**src/rtl/imm_lut_loader_pkg.sv**
```systemverilog
// Shared constants and FSM state type for the immediate LUT loader.
package imm_lut_loader_pkg;
  localparam int LUT_SIZE = 32;
  localparam int IDX_W    = 5;

  typedef enum logic [1:0] {
    ST_IDLE = 2'd0,
    ST_LOAD = 2'd1,
    ST_DONE = 2'd2
  } state_t;
endpackage

```
**src/rtl/imm_lut_ram.sv**
```systemverilog
// Immediate entry storage: one synchronous write port, one combinational read port,
// every entry cleared to zero by the asynchronous reset.
module imm_lut_ram
  import imm_lut_loader_pkg::*;
#(
  parameter int DW    = 8,
  parameter int DEPTH = LUT_SIZE
) (
  input  logic             clk,
  input  logic             rst_n,
  input  logic             i_we,
  input  logic [IDX_W-1:0] i_waddr,
  input  logic [DW-1:0]    i_wdata,
  input  logic [IDX_W-1:0] i_raddr,
  output logic [DW-1:0]    o_rdata
);
  logic [DW-1:0] r_mem [DEPTH];

  always_ff @(posedge clk or negedge rst_n) begin
    if (!rst_n) begin
      for (int i = 0; i < DEPTH; i++) r_mem[i] <= '0;
    end else if (i_we) begin
      r_mem[i_waddr] <= i_wdata;
    end
  end

  // Read sees the pre-edge contents, so a same-cycle write shows up one cycle later.
  assign o_rdata = r_mem[i_raddr];
endmodule

```
**src/rtl/imm_lut_loader.sv**
```systemverilog
// Loads a 32-entry immediate table from a valid/ready stream and serves
// zero-latency reads by index once the table is complete.
module imm_lut_loader
  import imm_lut_loader_pkg::*;
#(
  parameter int DATA_PATH_WIDTH = 8,
  parameter int LUT_SIZE        = imm_lut_loader_pkg::LUT_SIZE
) (
  input  logic                       clk,
  input  logic                       rst_n,
  input  logic                       load_start,
  input  logic                       load_valid,
  input  logic [DATA_PATH_WIDTH-1:0] load_data,
  output logic                       load_ready,
  input  logic [IDX_W-1:0]           index,
  output logic [DATA_PATH_WIDTH-1:0] imm_value,
  output logic                       imm_valid,
  output logic                       busy,
  output logic [5:0]                 load_count,
  output logic                       load_err
);
  localparam logic [IDX_W-1:0] LAST_IDX = IDX_W'(LUT_SIZE - 1);

  state_t           r_state;
  state_t           w_state_next;
  logic [IDX_W-1:0] r_ptr;
  logic [5:0]       r_load_count;
  logic             r_load_err;
  logic             w_load_ready;
  logic             w_busy;
  logic             w_imm_valid;
  logic             w_hs;
  logic             w_start_accept;
  logic             w_violation;

  assign w_hs           = load_valid && w_load_ready;
  assign w_start_accept = load_start && (r_state != ST_LOAD);
  assign w_violation    = (load_start && (r_state == ST_LOAD)) ||
                          (load_valid && (r_state != ST_LOAD));

  always_comb begin
    w_state_next = r_state;
    w_load_ready = 1'b0;
    w_busy       = 1'b0;
    w_imm_valid  = 1'b0;
    case (r_state)
      ST_IDLE: begin
        if (load_start) w_state_next = ST_LOAD;
      end
      ST_LOAD: begin
        w_load_ready = 1'b1;
        w_busy       = 1'b1;
        if (w_hs && (r_ptr == LAST_IDX)) w_state_next = ST_DONE;
      end
      ST_DONE: begin
        w_imm_valid = 1'b1;
        if (load_start) w_state_next = ST_LOAD;
      end
      default: w_state_next = ST_IDLE;
    endcase
  end

  always_ff @(posedge clk or negedge rst_n) begin
    if (!rst_n) begin
      r_state      <= ST_IDLE;
      r_ptr        <= '0;
      r_load_count <= '0;
      r_load_err   <= 1'b0;
    end else begin
      r_state <= w_state_next;
      if (w_start_accept) begin
        r_ptr        <= '0;
        r_load_count <= '0;
      end else if (w_hs) begin
        // Pointer parks on the last entry instead of wrapping to 0.
        if (r_ptr != LAST_IDX) r_ptr <= r_ptr + 1'b1;
        r_load_count <= r_load_count + 6'd1;
      end
      // An accepted start wins over a violation seen in the same cycle.
      if (w_start_accept)   r_load_err <= 1'b0;
      else if (w_violation) r_load_err <= 1'b1;
    end
  end

  imm_lut_ram #(
    .DW    (DATA_PATH_WIDTH),
    .DEPTH (LUT_SIZE)
  ) u_ram (
    .clk     (clk),
    .rst_n   (rst_n),
    .i_we    (w_hs),
    .i_waddr (r_ptr),
    .i_wdata (load_data),
    .i_raddr (index),
    .o_rdata (imm_value)
  );

  assign load_ready = w_load_ready;
  assign busy       = w_busy;
  assign imm_valid  = w_imm_valid;
  assign load_count = r_load_count;
  assign load_err   = r_load_err;
endmodule

```
**config.mk**
```make
export PLATFORM = sky130hd
export DESIGN_NAME = imm_lut_loader
export DESIGN_NICKNAME = d
export VERILOG_FILES = /design/src/rtl/imm_lut_loader_pkg.sv /design/src/rtl/imm_lut_ram.sv /design/src/rtl/imm_lut_loader.sv
export SDC_FILE = /design/constraint.sdc
export NUM_CORES = 1
export LEC_CHECK = 0
export ABC_AREA = 1
export CAP_MARGIN = 40
export CELL_PAD_IN_SITES_DETAIL_PLACEMENT = 0
export CELL_PAD_IN_SITES_GLOBAL_PLACEMENT = 1
export CORE_ASPECT_RATIO = 1.2
export CORE_MARGIN = 2
export CORE_UTILIZATION = 47
export CTS_BUF_LIST = sky130_fd_sc_hd__clkbuf_16
export DETAILED_ROUTE_END_ITERATION = 10
export PLACE_DENSITY_LB_ADDON = 0.1
export SLEW_MARGIN = 20
export SYNTH_ARGS = -nofsm -noshare
export SYNTH_HDL_FRONTEND = slang
export SYNTH_SLANG_ARGS = --single-unit
```
**constraint.sdc**
```tcl
create_clock -name clk -period 2.82 [get_ports clk]
set_input_delay 0.846 -clock clk [delete_from_list [all_inputs] [get_ports clk]]
set_output_delay 0.846 -clock clk [all_outputs]
set_load 0.05 [all_outputs]
```
==> impl_results.md <==
- Slew margin rel.: roughly 66%
- Avg Synthesized Cell Area: between 7 and 8 µm²
- Die width: ~150 µm
- P&R area growth vs syn: 26.0%
- Failing checks: setup timing
- GR Overflow Total: 0
- GP Congestion: between 0.8 and 0.9
- Iteration-0 DRC Markers: a little over 900
- CTS Buffer Depth: 3
- Crit path from: index[0]
- CTS root buf: clkbuf_16
- Final setup margin: -0.105 ns
- Post-synthesis adder-cell area fraction: less than 1%
- Worst vdd ir: about 0.6 mV
- Drt wl/cell: just under 20 µm
- Site Rows: 65
- Non-Filler Instances: approximately 2000
- Synth Area in XOR/XNOR: less than 1%
- Placed cell count: between 1500 and 2000
- DR DRC count: 0
- CP Max Fanout: 7
- Ant diodes: 0
- IO Count: 35
- Worst-Skew Late Latency: around 0.55 ns
- Most frequent cells in the layout: 421 x nand2_1, 270 x dfrtp_1, 177 x nor2_1
- Unrepaired setup endpoints after global routing: yes
- Core Region: between 20000 and 30000 µm²
- Largest net degree at the start of global routing: approximately 70
- Status: finished, violations left
- Post-synthesis sequential element count: between 200 and 300
- Drt total wl: 39.5 mm
- Post-Synth Simple-Gate Area: a little under 30%
- Slew Viols, Final: 0
- Maxcap violations: 0
- Reg2reg start: r_ptr[2]$_DFFE_PN0P_
- Setup TNS: -0.696 ns
- Initial antenna violation count: 0
- Vias: between 10000 and 15000
- Power Dens Cells: between 800 and 900 nW/µm²
- CTS Hold Bufs: 0
- Crit path required time: 1.97 ns
- Synthesized instance count: around 1600
- Area leader, netlist: dfrtp_1
- Die height: 183 µm
- Proportion of layout cells with a drive suffix above 1: a little under 20%
- Startpoint Class: input port
- CP Capture Point: imm_value[1]
- Num CTS Buffers: 29
- FMAX: around 340 MHz
- CP arrival: 2.08 ns
- Pwr Total: 14.0 mW
- Die area: approximately 28000 µm²
- Pleak: 7.42 nW
- Synth top area cells: dfrtp_1 54%, nand2_1 14%, nand3_1 8.1%, a21oi_1 6.9%, nor2_1 5.3%
- H-tree depth: 1
- Final period demand of the worst path: 2.92 ns
- Final instance area: roughly 16000 µm²
- Placed cell area: about 14000 µm²
- Synth Area in Compound Gates: about 11%
- Worst R2R Setup Slack: a little over 0.8 ns
- Synthesis Warnings: 0
- Seq/Total Area, Yosys: between 50% and 60%
- Final setup fails: 8
- Vias per std cell: around 5.5
- Largest family of logic cells by synthesized area: simple AND/OR/NAND/NOR gates
- Overall routing resource usage: a little over a quarter
- Post-synthesis mux area share: 0%
- Final Hold Viols: 0
- Clock skew: roughly 0.016 ns
- R2R depth: 6
- Commonest non-fill, non-tap cell in the layout: nand2_1
- Tcrit/Tclk final: 104%
- Post-DP HPWL: roughly 24 mm
- Final core occ: about three fifths
- Worst slew pin tran: 0.516 ns
- Routed Antenna Nets: 0
- Yosys top cell area share: between 50 and 60%
- Clock-pin slew on the worst setup and hold paths: approximately 0.060 ns
- Critical R2R Capture: u_ram.r_mem[213]$_DFFE_PN0P_
- Sink Count: 270
- Drt pass-1 iters: 7
- Cell variety after synth: 22
- Starting Density: a little under half
- Nets: around 1700
- Vias in the first global route: ~11000
- IO Port Bufs: 34
- Post-synthesis cell area: roughly 13000 µm²
- Worst Hold Class: in -> async
- CTS tree: yes
- Crit. End Element: primary output
- Synthesized Nets: between 1500 and 2000
- Critical path class: in -> out
- First-pass GRT wire length: approximately 60 mm
[power by group]
part	switching, mW	total, mW	leakage (nW)	internal (mW)
clock	1.57	3.43	0.439	1.85
sequential	0.863	6.25	3.45	5.39
combinational	2.62	4.34	3.53	1.72
[layer usage]
metal / part of all wire, % / wire length [µm] / GRT usage (%) / up-vias
met5: 0 / 0 / 0 / -
met4: 2.6 / 1010 / 8.37 / 0
met3: 5.1 / 2020 / 3.05 / 64
met2: 48 / 19100 / 45.5 / 329
met1: 44 / 17400 / 37.8 / 5347
li1: - / - / - / 5255
[how the worst min path moves through the flow]
stage	from	endpoint	slack, ns	depth (start not counted)
finish	rst_n	u_ram.r_mem[62]$_DFFE_PN0P_	0.23	1
global route	rst_n	u_ram.r_mem[58]$_DFFE_PN0P_	0.26	1
CTS	rst_n	u_ram.r_mem[45]$_DFFE_PN0P_	0.24	1
detailed placement	u_ram.r_mem[16]$_DFFE_PN0P_	u_ram.r_mem[16]$_DFFE_PN0P_	0.47	2
global placement	u_ram.r_mem[207]$_DFFE_PN0P_	u_ram.r_mem[207]$_DFFE_PN0P_	0.47	2
floorplan	u_ram.r_mem[246]$_DFFE_PN0P_	u_ram.r_mem[246]$_DFFE_PN0P_	0.45	2
[metrics by stage]
| stage | setup WS [ns] | hold slack (ns) |
|---|---|---|
| after floorplan | 0.0119 | 0.453 |
| after global placement | -0.388 | 0.466 |
| after detailed placement | -0.396 | 0.473 |
| after CTS | -0.136 | 0.244 |
| after global routing | -0.144 | 0.263 |
| final | -0.105 | 0.227 |
[timing repair]
| item | CTS | global route |
|---|---|---|
| cloned | 9 | 10 |
| endpoints found under the setup margin | 10 | 8 |
| pin swaps | 1 | 37 |
| resized for setup | 62 | 134 |
| buffers inserted | 4 | 2 |
[final cells by class]
type / count / area (µm²)
clock inverter: 24 / 108
sequential: 270 / 6760
clock buffer: 29 / 726
multi-input combinational: 1164 / 5870
fill: 2392 / 10400
tap: 335 / 419
inverter: 43 / 200
timing repair inverter: 1 / 16.3
timing repair buffer: 123 / 1730
[synthesized netlist by cell type]
library cell and n:
nand2_1 471, dfrtp_1 270, nand3_1 203, nor2_1 177, a21oi_1 172, o21ai_0 101
clkbuf_1 69, inv_1 39, buf_2 25, buf_1 14, nor2_2 13, nor2_4 8
ha_1 6, nor3_1 5, inv_2 4, nand2_4 3, buf_4 2, nand2_2 1
nor2_8 1, nor3_2 1, nor4_4 1, xnor2_1 1
[sequential cells by signal, indices dropped and copies added (netlist names)]
signal       flops
r_ptr            5
load_err         1
load_count       6
r_state          2
u_ram.r_mem    256
[critical path, stage by stage]
cell and delay, ns:
buf_16 0.14, clkinv_16 0.10, clkbuf_16 0.18, nand2_1 0.07, nand3_1 0.12, nand3_2 0.10
nand2_1 0.07, nand2_1 0.08, nand2_2 0.07, nand2_2 0.08, nand2_4 0.07, buf_12 0.15
[kinds of logic after synthesis]
group / after synthesis
xor gates and xnor gates: 1
AOI/OAI and AO/OA: 273
and+or+nand+nor: 884
adders and majority gates: 6
DFF: 270
buffers and inverters: 153
Note: power is estimated with default switching activity, not from simulation.
